### src/rtl/updown_cnt_mod.sv
`default_nettype none
// ============================================================================
//  Module   : updown_cnt_mod
//  Purpose  : Modulo-N up/down counter with programmable step, wrap/saturate
//             mode, clamped load, terminal count and registered boundary pulse.
//  Revision : 1.0 - initial release
// ============================================================================
module updown_cnt_mod #(
    parameter int WIDTH   = 4,
    parameter int MODULUS = 10,
    parameter int STEP_W  = 3,
    parameter int RST_VAL = 0
) (
    input  logic              clk,
    input  logic              aclr,
    input  logic              sclr,
    input  logic              load,
    input  logic              cnt_en,
    input  logic              dir,
    input  logic              sat,
    input  logic [STEP_W-1:0] step,
    input  logic [WIDTH-1:0]  din,
    output logic [WIDTH-1:0]  cnt_qout,
    output logic              tc,
    output logic              evt
);

    // Step comparison width must hold both the raw step and MODULUS-1.
    localparam int EW = (STEP_W > WIDTH + 1) ? STEP_W : WIDTH + 1;

    localparam logic [EW-1:0]    c_SMAX  = EW'(MODULUS - 1);
    localparam logic [WIDTH:0]   c_MOD   = (WIDTH + 1)'(MODULUS);
    localparam logic [WIDTH:0]   c_TOP   = (WIDTH + 1)'(MODULUS - 1);
    localparam logic [WIDTH-1:0] c_TOP_Q = WIDTH'(MODULUS - 1);
    localparam logic [WIDTH-1:0] c_RST   = WIDTH'(RST_VAL);

    logic [WIDTH-1:0] r_q;
    logic             r_evt;

    logic [EW-1:0]    w_step_e;
    logic [WIDTH:0]   w_s;
    logic [WIDTH:0]   w_q_e;
    logic [WIDTH:0]   w_sum;
    logic [WIDTH-1:0] w_load_q;
    logic [WIDTH-1:0] w_cnt_q;
    logic             w_cnt_evt;

    assign w_step_e = EW'(step);
    assign w_s      = (WIDTH + 1)'((w_step_e > c_SMAX) ? c_SMAX : w_step_e);
    assign w_q_e    = {1'b0, r_q};
    assign w_sum    = w_q_e + w_s;
    assign w_load_q = ({1'b0, din} < c_MOD) ? din : c_TOP_Q;

    always_comb begin
        w_cnt_q   = r_q;
        w_cnt_evt = 1'b0;
        if (dir) begin
            if (w_sum <= c_TOP) begin
                w_cnt_q = WIDTH'(w_sum);
            end else begin
                w_cnt_evt = 1'b1;
                w_cnt_q   = sat ? c_TOP_Q : WIDTH'(w_sum - c_MOD);
            end
        end else begin
            if (w_q_e >= w_s) begin
                w_cnt_q = WIDTH'(w_q_e - w_s);
            end else begin
                // q < s here, so q+MODULUS-s stays inside WIDTH+1 bits.
                w_cnt_evt = 1'b1;
                w_cnt_q   = sat ? '0 : WIDTH'(w_q_e + c_MOD - w_s);
            end
        end
    end

    always_ff @(posedge clk or posedge aclr) begin
        if (aclr) begin
            r_q   <= c_RST;
            r_evt <= 1'b0;
        end else if (sclr) begin
            r_q   <= '0;
            r_evt <= 1'b0;
        end else if (load) begin
            r_q   <= w_load_q;
            r_evt <= 1'b0;
        end else if (cnt_en) begin
            r_q   <= w_cnt_q;
            r_evt <= w_cnt_evt;
        end else begin
            r_evt <= 1'b0;
        end
    end

    assign cnt_qout = r_q;
    assign evt      = r_evt;
    assign tc       = dir ? (r_q == c_TOP_Q) : (r_q == '0);

endmodule
`default_nettype wire

### config.mk
export PLATFORM = sky130hd
export DESIGN_NAME = updown_cnt_mod
export DESIGN_NICKNAME = d
export VERILOG_FILES = /design/src/rtl/updown_cnt_mod.sv
export SDC_FILE = /design/constraint.sdc
export NUM_CORES = 1
export LEC_CHECK = 0
export ABC_AREA = 1
export CAP_MARGIN = 15
export CORE_MARGIN = 2
export CORE_UTILIZATION = 51
export CTS_BUF_LIST = sky130_fd_sc_hd__clkbuf_2
export CTS_CLUSTER_SIZE = 8
export DETAILED_ROUTE_END_ITERATION = 10
export HOLD_SLACK_MARGIN = 0.05
export PLACE_DENSITY = 0.82
export SLEW_MARGIN = 20
export SYNTH_ARGS = -nofsm -noshare
export SYNTH_HDL_FRONTEND = slang
export SYNTH_SLANG_ARGS = --single-unit
### constraint.sdc
create_clock -name clk -period 2.7 [get_ports clk]
set_clock_uncertainty 0.15 [all_clocks]
set_input_delay 0.54 -clock clk [delete_from_list [all_inputs] [get_ports clk]]
set_output_delay 0.54 -clock clk [all_outputs]
set_load 0.005 [all_outputs]
==> Word level (Yosys, flattened, before mapping) <==
Cells that the tools add are included.
{ "classes": {"n_addsub": 5, "mul": 0, "div_mod_pow": 0, "magnitude_cmp": 4, "eq_ne": 1, "shifts": 0, "mux": 17, "bitwise_logic": 0, "reduce_logical": 2} }
{ "ops": {"columns": ["op", "count"], "rows": [
  ["4-bit two-way mux", 10],
  ["4-bit subtractor", 2],
  ["1-bit two-way mux", 7],
  ["4-bit by 4-bit adder with 5-bit output", 1],
  ["5-bit by 4-bit less-or-equal comparator with 1-bit output (second input constant)", 1],
  ["4-bit adder (second input constant)", 1],
  ["4-bit equality test (second input constant)", 1],
  ["4-bit >= comparator", 1],
  ["3-bit by 4-bit > comparator with 1-bit output (second input constant)", 1],
  ["4-bit logical NOT", 1],
  ["4-bit < comparator (second input constant)", 1],
  ["4-bit subtractor (second input constant)", 1],
  ["3-bit nonzero test", 1]
]} }
{ "word_totals": {"regBits": 5, "latch_bits": 0, "ramBits": 0, "romBits": 0, "in_bits": 14, "out_inout_bits": 6, "memories": 0} }

==> Logic depth before layout (Yosys ltp) <==
Gate-level depths: netlist of run 1.
{ "logic_depth": {"depth_word": 10, "depth_mapped": 19} }

==> Worst setup path before layout of run 1 <==
Ideal clock, no wire load.
{ "synth_timing": {"path_type": "input to register", "start": "input port step[0]", "end": "register r_q[3] (netlist: cnt_qout[3])", "arrival_time_ns": 2.210, "t_required_ns": 2.434, "path_slack_ns": 0.224, "stages": 19, "path_buffers": 0, "cell_sequence": "ha_1 fa_1 inv_1 nand2_1 nand2_1 inv_1 ha_1 inv_1 nand2_1 inv_1 nand3_2 nand2_4 nand2_2 nand2_1 nand2_1 nand2_1 nand2_1 nand2_1 nand2_1"} }
{ "synth_between": {"elab_chain_len": 10, "elab_cells_between_ends": 16, "cone_classes": "add/sub (4); order compare (3); mux (9)"} }
{ "synth_rtl": {"columns": ["element", "line_no", "rtl"], "rows": [
  ["start, declared", "21", "input logic [STEP_W-1:0] step,"],
  ["3-bit by 4-bit > comparator with 1-bit output", "49", "assign w_s = (WIDTH + 1)'((w_step_e > c_SMAX) ? c_SMAX : w_step_e);"],
  ["4-bit two-way mux (*)", "49", null],
  ["4-bit by 4-bit adder with 5-bit output", "51", "assign w_sum = w_q_e + w_s;"],
  ["4-bit subtractor", "62", "w_cnt_q = sat ? c_TOP_Q : WIDTH'(w_sum - c_MOD);"],
  ["4-bit two-way mux", "62", null],
  ["4-bit two-way mux", "58", "if (w_sum <= c_TOP) begin"],
  ["4-bit two-way mux (*)", "57", "if (dir) begin"],
  ["4-bit two-way mux (*)", "85", "end else if (cnt_en) begin"],
  ["4-bit two-way mux (*)", "82", "end else if (load) begin"],
  ["4-bit two-way mux (*)", "79", "end else if (sclr) begin"],
  ["end signal, assigned", "77", "r_q <= c_RST;"],
  ["end signal, assigned", "83", "r_q <= w_load_q;"],
  ["end signal, assigned", "86", "r_q <= w_cnt_q;"],
  ["end, declared", "37", "logic [WIDTH-1:0] r_q;"]
]} }
Mark *: on every way between the ends. The rest lies on a longest branch, timed or not. The select of a mux whose other input is x is not followed.
A chain may end at the register's enable or synchronous reset.

==> Worst setup path after layout of run 1 <==
{ "layout_timing": {"start": "register r_q[0] (netlist: cnt_qout[0])", "end": "register r_evt (netlist: evt)"} }
{ "layout_between": {"elab_chain_len": 7, "elab_cells_between_ends": 9, "cone_classes": "add/sub (1); order compare (2); mux (6)"} }
{ "layout_rtl": {"columns": ["element", "line_no", "rtl"], "rows": [
  ["4-bit by 4-bit adder with 5-bit output", "51", null],
  ["5-bit by 4-bit less-or-equal comparator with 1-bit output", "58", null],
  ["1-bit two-way mux", "58", null],
  ["1-bit two-way mux (*)", "57", null],
  ["1-bit two-way mux (*)", "85", null],
  ["1-bit two-way mux (*)", "82", null],
  ["1-bit two-way mux (*)", "79", null],
  ["end signal, assigned", "87", "r_evt <= w_cnt_evt;"],
  ["end, declared", "38", "logic r_evt;"]
]} }
Mark *: on every way between the ends. The rest lies on a longest branch, timed or not.

==> results of run 1 <==
-- cells in the mapped netlist, drive strengths merged --
library cell | count | area [µm²]
nor4 | 1 | 6.260
o21ai | 7 | 35.03
inv | 24 | 90.08
nand2 | 40 | 162.6
dfrtp | 5 | 125.1
nor2 | 14 | 52.55
buf | 2 | 16.26
fa | 3 | 60.06
nand3 | 12 | 70.07
ha | 10 | 125.1
a22oi | 1 | 7.510
a21oi | 9 | 60.06
o211ai | 2 | 15.01
xor2 | 2 | 17.52
nor3 | 1 | 5.000
-- flip-flops by register name (all words and copies together) (netlist names) --
signal and cells:
evt 1, cnt_qout 4
-- worst reg2reg max path, cell delays in order (launching register included) --
cell      delay, ns
dfrtp_1        0.45
ha_2           0.23
fa_2           0.41
nand2_2        0.09
nand2_1        0.08
inv_2          0.07
ha_2           0.17
inv_2          0.03
nand2_1        0.05
inv_1          0.04
nand3_2        0.08
nand2_4        0.09
buf_4          0.15
buf_4          0.13
o211ai_1       0.17
inv_1          0.06
-- metrics by stage --
| step | setup slack, ns | TNS [ns] | area, µm² | total power [µW] |
|---|---|---|---|---|
| after global placement | -0.2942 | -1.152 | 1170 | 434.8 |
| final | 0.1456 | 0 | 1271 | 573.1 |
| after global routing | 0.02984 | 0 | 1271 | 615.4 |
| after floorplan | 0.2241 | 0 | 848.3 | 301.6 |
| after CTS | -0.02902 | -0.05679 | 1202 | 532.7 |
| after detailed placement | -0.3740 | -1.526 | 1170 | 448.3 |
-- cells by family (layout without fill, tap and decap cells) --
logic type                 Yosys count  after routing  synth area share
AOI/OAI and AO/OA                   19             19            0.1386
xor gates and xnor gates             2              2           0.02065
adders and majority gates           13             13            0.2183
buffers and inverters               26             68            0.1254
DFF                                  5              5            0.1475
and+or+nand+nor                     68             68            0.3496
-- where the power goes --
group	leakage [µW]	internal (µW)	switching [µW]
combinational	0.000627	193	206
clock	0.0000166	39.3	33.4
sequential	0.0000654	83.0	18.4
total	0.000709	315	258
-- routing by layer --
layer	global-route usage	vias to the layer above	part of all wire
met5	0	-	0
met1	0.3593	476	0.35
met4	0.1059	0	0.016
met3	0.02800	8	0.12
met2	0.4696	69	0.51
li1	-	503	-
-- layout make-up --
type,instances,share of cell area
clock buffers,4,0.01575
inverters,24,0.07087
multi-input cells,102,0.5177
flip-flops and latches,5,0.09843
well taps,16,0.01575
repair buffers,40,0.2815
-- worst min-delay path by stage --
stage	startpoint	endpoint
6_report	aclr	cnt_qout[1]
5_1_grt	aclr	cnt_qout[2]
4_1_cts	aclr	cnt_qout[1]
3_5_place_dp	cnt_qout[0]	cnt_qout[0]
3_3_place_gp	cnt_qout[2]	cnt_qout[2]
2_1_floorplan	aclr	cnt_qout[0]
-- repair_timing --
item | 4_1_cts | 5_1_grt
setup buffers | 1 | 3
endpoints found under the setup margin | 4 | 6
pin swaps | 1 | 4
hold endpoints to repair | 0 | 0
hold buffers | 0 | 0
gates resized for setup | 5 | 13
==> flow_summary.yaml, run 1 <==
setup_path:
  cp-endpoint: "evt"
  cp_top_family: "adder cells"
  critPathLaunch: "cnt_qout[0]"
  r2r_setup_slack_ns: 0.15
  critPathBufInv: 6
  arrival_ns: 2.51
  cp_num_cells: 15
  r2r_cells: 15
  crit_type: "flip-flop to flip-flop"
  worstPathRequired_ns: 2.65
  critPathMaxStageDelay_ns: 0.45
  cp_slowest_cell: "dfrtp_1"
  crit_chain: "ha_2 -> fa_2 -> nand2_2 -> nand2_1 -> inv_2 -> ha_2 -> inv_2 -> nand2_1 -> inv_1 -> nand3_2 -> nand2_4 -> buf_4 -> buf_4 -> o211ai_1 -> inv_1"
  crit_fanout: 7
  cp-start-kind: "flip-flop"
  end_kind: "flip-flop"
  r2r-start: "cnt_qout[0]"
  r2r_end: "evt"
route:
  viasPerCell: 5.529
  ant_nets: 0
  vias: 1056
  drt_wl_total_mm: 2.842
  drt_iter0_markers: 42
  drc: 0
  dr.pass1.iters: 5
  wire_per_inst_um: 14.88
sta:
  setup_viol: 0
  hold_ws_ns: 0.3724
  fmax_mhz: 391.5
  final_max_slew_viol_count: 0
  hold_viol: 0
  slew_headroom: 0.7647
  post-route-period-util: 0.9461
  tightest_slew_ns: 0.3517
  timing.final.crit_period_ns: 2.554
  rsz0062_at_grt: "false"
pwr:
  powerDensity_mw_per_mm2: 450.8
  peakVddDrop_mv: 0.3431
  p_leak_uw: 0.0007090
synthesis:
  yosys.cell_types.count: 23
  yosysWarnings: 0
  ys_seq_elements: 5
  syn_area_um2: 848.3
  netlist_instances: 133
  avgSynthCellArea_um2: 6.378
  ys_seq_area_frac: 0.1475
  synth_nets: 160
cts:
  clock_path_buffers: 2
  clkTransAtPathRegs_ns: 0.07
  clk_latency_ns: 0.22
  cts_root_buffer: "clkbuf_2"
  cts.sinks: 5
  htree_levels: 1
  cts_buffers: 3
  cts_tree: "done"
finish:
  fin_util: 0.8247
  final_cell_count_no_fill: 191
  layout-drive-gt1-share: 0.2571
  fillerInstances: 99
  num-nets-final: 203
  layout_common_cells: "36 x nand2_1, 21 x buf_4, 18 x inv_1"
  areaGrowthSynthToFinish_pct: 49.85
  multi_input_area_um2: 658.1
  layout_commonest_cell: "nand2_1"
  antennaDiodeCount: 0
  ff_latch_area_um2: 125.1
global_routing:
  grt_max_degree: 10
  grt_pass1_vias: 977
  antenna_found_initial: 0
  grt_overflow: 0
  grt_pass1_wl_mm: 4.015
  grt_usage: 0.2755
floorplanning:
  ios: 20
  dieArea_mm2: 0.002006
  die_h_um: 44.79
  core-area_mm2: 0.001541
  die_x_um: 44.79
  initial_core_util: 0.5503
  std_cell_rows: 14
placed_design:
  numPortBuffers: 19
  gp_congestion: 0.8659
  placed_cells_incl_taps: 183
  hpwl_mm: 1.944
run_status:
  status: "completed"
worst_hold_path:
  hold_class: "input pin to async pin"
job:
  maxCapViolCount: 0
(Power assumes the default switching activity.)
==> inputs of run 2 (changes only) <==
--- a/config.mk
+++ b/config.mk
@@ -5,7 +5,6 @@
 export SDC_FILE = /design/constraint.sdc
 export NUM_CORES = 1
 export LEC_CHECK = 0
-export ABC_AREA = 1
 export CAP_MARGIN = 15
 export CORE_MARGIN = 2
 export CORE_UTILIZATION = 51
@@ -13,7 +12,8 @@
 export CTS_CLUSTER_SIZE = 8
 export DETAILED_ROUTE_END_ITERATION = 10
 export HOLD_SLACK_MARGIN = 0.05
-export PLACE_DENSITY = 0.82
+export PLACE_DENSITY = 0.81
+export SETUP_SLACK_MARGIN = 0.05
 export SLEW_MARGIN = 20
 export SYNTH_ARGS = -nofsm -noshare
 export SYNTH_HDL_FRONTEND = slang
==> run 2 against run 1 <==
  * Utilization grew 0.81 points
  * Flip-flop and latch count is the same
  * First-iteration DRC count shrank 17%
  * Critical path type unchanged
  * Critical endpoint is now cnt_qout[2]
  * Setup slack got worse by 0.10 ns
  * Routed wire length down 13%
  * Area after synthesis up 0.44%
  * Highest routed layer unchanged
==> flow_summary.yaml, run 2 <==
run_status:
  status: "completed"
cts:
  cts_tree: "done"
  clk_latency_ns: 0.22
  clock_path_buffers: 2
  clkTransAtPathRegs_ns: 0.06
  cts_root_buffer: "clkbuf_2"
  cts.sinks: 5
  cts_buffers: 3
  ctsHoldBuffers: 0
  htree_levels: 1
sta:
  tightest_slew_ns: 0.4424
  final_max_slew_viol_count: 0
  post-route-period-util: 0.9849
  timing.final.crit_period_ns: 2.659
  hold_ws_ns: 0.3872
  fmax_mhz: 376.0
  hold_viol: 0
  final.setup.worst_slack_ns: 0.04065
  slew_headroom: 0.7013
  setup_viol: 0
  rsz0062_at_grt: "true"
placed_design:
  numPortBuffers: 19
  placed_cells_incl_taps: 155
  hpwl_mm: 1.871
  gp_congestion: 0.8783
  dp_slack_ns: -0.6110
synthesis:
  yosysTopAreaCell: "dfrtp_1"
  synth_nets: 130
  netlist_instances: 103
  synth_edf_count: 0
  avgSynthCellArea_um2: 8.272
  yosysMostFrequentCell: "inv_1"
  synthTopCellsByArea: "dfrtp_1 15%, ha_1 15%, fa_1 7.0%, inv_1 6.2%, nor2_1 5.3%"
  synth_flop_cell: "dfrtp_1"
  ys_seq_elements: 5
  synth_top_area_frac: 0.1468
  syn_area_um2: 852.1
  async_reset_ff_frac: 1.000
  ys_seq_area_frac: 0.1468
  yosys.cell_types.count: 42
  yosysWarnings: 0
  synthTopCellsByCount: "14 x inv_1, 12 x nor2_1, 10 x ha_1"
pwr:
  power_frac_seq: 0.167
  switching_share: 0.4054
  p_switching_uw: 230.8
  intPower_uw: 338.6
  combPwrFrac: 0.709
  p_clk_frac: 0.124
  peakVddDrop_mv: 0.3292
  p_leak_uw: 0.0005790
  powerDensity_mw_per_mm2: 443.6
route:
  drt_iter0_markers: 35
  dr.pass1.iters: 4
  vias: 961
  drc: 0
  drt_wl_total_mm: 2.478
  ant_nets: 0
  viasPerCell: 6.006
  wire_per_inst_um: 15.49
job:
  maxCapViolCount: 0
worst_hold_path:
  hold_class: "input pin to async pin"
finish:
  largest_register_ffs: 4
  layout-drive-gt1-share: 0.3264
  final_cell_count_no_fill: 160
  layout_common_cells: "19 x buf_4, 15 x clkdlybuf4s50_1, 12 x nor2_1"
  fillerInstances: 96
  areaGrowthSynthToFinish_pct: 50.66
  antennaDiodeCount: 0
  multi_input_area_um2: 734.5
  ff_latch_area_um2: 125.1
  layout_commonest_cell: "buf_4"
  num-nets-final: 172
setup_path:
  worstPathRequired_ns: 2.67
  crit_type: "flip-flop to flip-flop"
  arrival_ns: 2.63
  crit_fanout: 3
  end_kind: "flip-flop"
  cp-start-kind: "flip-flop"
global_routing:
  antenna_found_initial: 0
  grt_pass1_wl_mm: 4.077
  grt_max_degree: 13
  grt_overflow: 0
  grt_usage: 0.2764
  grt_pass1_vias: 948
floorplanning:
  core-area_mm2: 0.001541
  dieArea_mm2: 0.002014
  die_h_um: 44.88
  ios: 20
  std_cell_rows: 14
  initial_core_util: 0.5528
  die_x_um: 44.88
[run 2: cell count changes in the layout (fill, tap and decap cells not counted), sizes merged, moves of 3 or more]
cell and change:
nand2 -36, inv -10, nand3 -10, nor3 +5, o21ai -5, dlymetal6s2s -4
a31oi +3
[run 2: cells by family (layout without fill, tap and decap cells)]
family	Yosys count	after routing	synth area share
and+or+nand+nor	35	35	0.2056
AOI/OAI and AO/OA	28	28	0.2805
buffers and inverters	16	57	0.08222
adders and majority gates	13	13	0.2173
DFF	5	5	0.1468
xor gates and xnor gates	3	3	0.03084
muxes	3	3	0.03671
[run 2: critical path: stages, from the launching register on]
cell	delay, ns
dfrtp_1	0.42
ha_4	0.18
fa_2	0.56
inv_2	0.06
ha_4	0.16
a21oi_4	0.13
a21boi_4	0.21
a2bb2oi_4	0.15
or4b_1	0.45
o311ai_1	0.09
[run 2: what timing repair did]
action / in CTS / in global routing
gates resized for setup: 20 / 2
pin swaps: 7 / 0
setup endpoints to repair: 6 / 2
buffers inserted: 1 / 0
[run 2: layout make-up]
cell class	instances	area share
Multi-Input combinational cell	82	0.5721
Clock buffer	4	0.01559
Sequential cell	5	0.09747
Inverter	14	0.04094
Timing Repair Buffer	39	0.2583
Tap cell	16	0.01559
[run 2: layer usage]
layer,global-route usage,share of wire,vias up
met5,0,0,-
met4,0.05882,0.025,0
met3,0.07200,0.050,8
met2,0.4638,0.49,36
met1,0.3591,0.43,461
li1,-,-,456
[run 2: final timing paths]
| check | start | depth (start not counted) | end | slack (ns) |
|---|---|---|---|---|
| worst max-delay path | cnt_qout[0] | 9 | cnt_qout[2] | 0.04 |
| worst min-delay path | aclr | 2 | cnt_qout[1] | 0.39 |
| worst max register to register | cnt_qout[0] | 9 | cnt_qout[2] | 0.04 |
| worst min register to register | cnt_qout[0] | 3 | cnt_qout[0] | 0.72 |
| max in group asynchronous | aclr | 2 | cnt_qout[3] | 1.83 |
| min in group clk | cnt_qout[0] | 3 | cnt_qout[0] | 0.72 |
[run 2: power groups by stage]
stage,registers [µW],clock network (µW),logic (µW)
final,95.2,70.4,404
after global routing,96.3,80.0,437
after CTS,94.9,72.7,392
after floorplan,96.1,0,199
after detailed placement,95.2,0,355
after global placement,94.3,0,345
[run 2: through the flow]
stage                      TNS, ns  power (µW)    util  cell area (µm²)
after floorplan           -0.06340       295.2       -            869.6
after global placement      -2.138       438.9  0.7817             1205
after detailed placement    -2.524       449.8  0.7817             1205
after CTS                        0       559.4  0.8239             1270
after global routing             0       613.2  0.8328             1284
final                            0       569.4  0.8328             1284
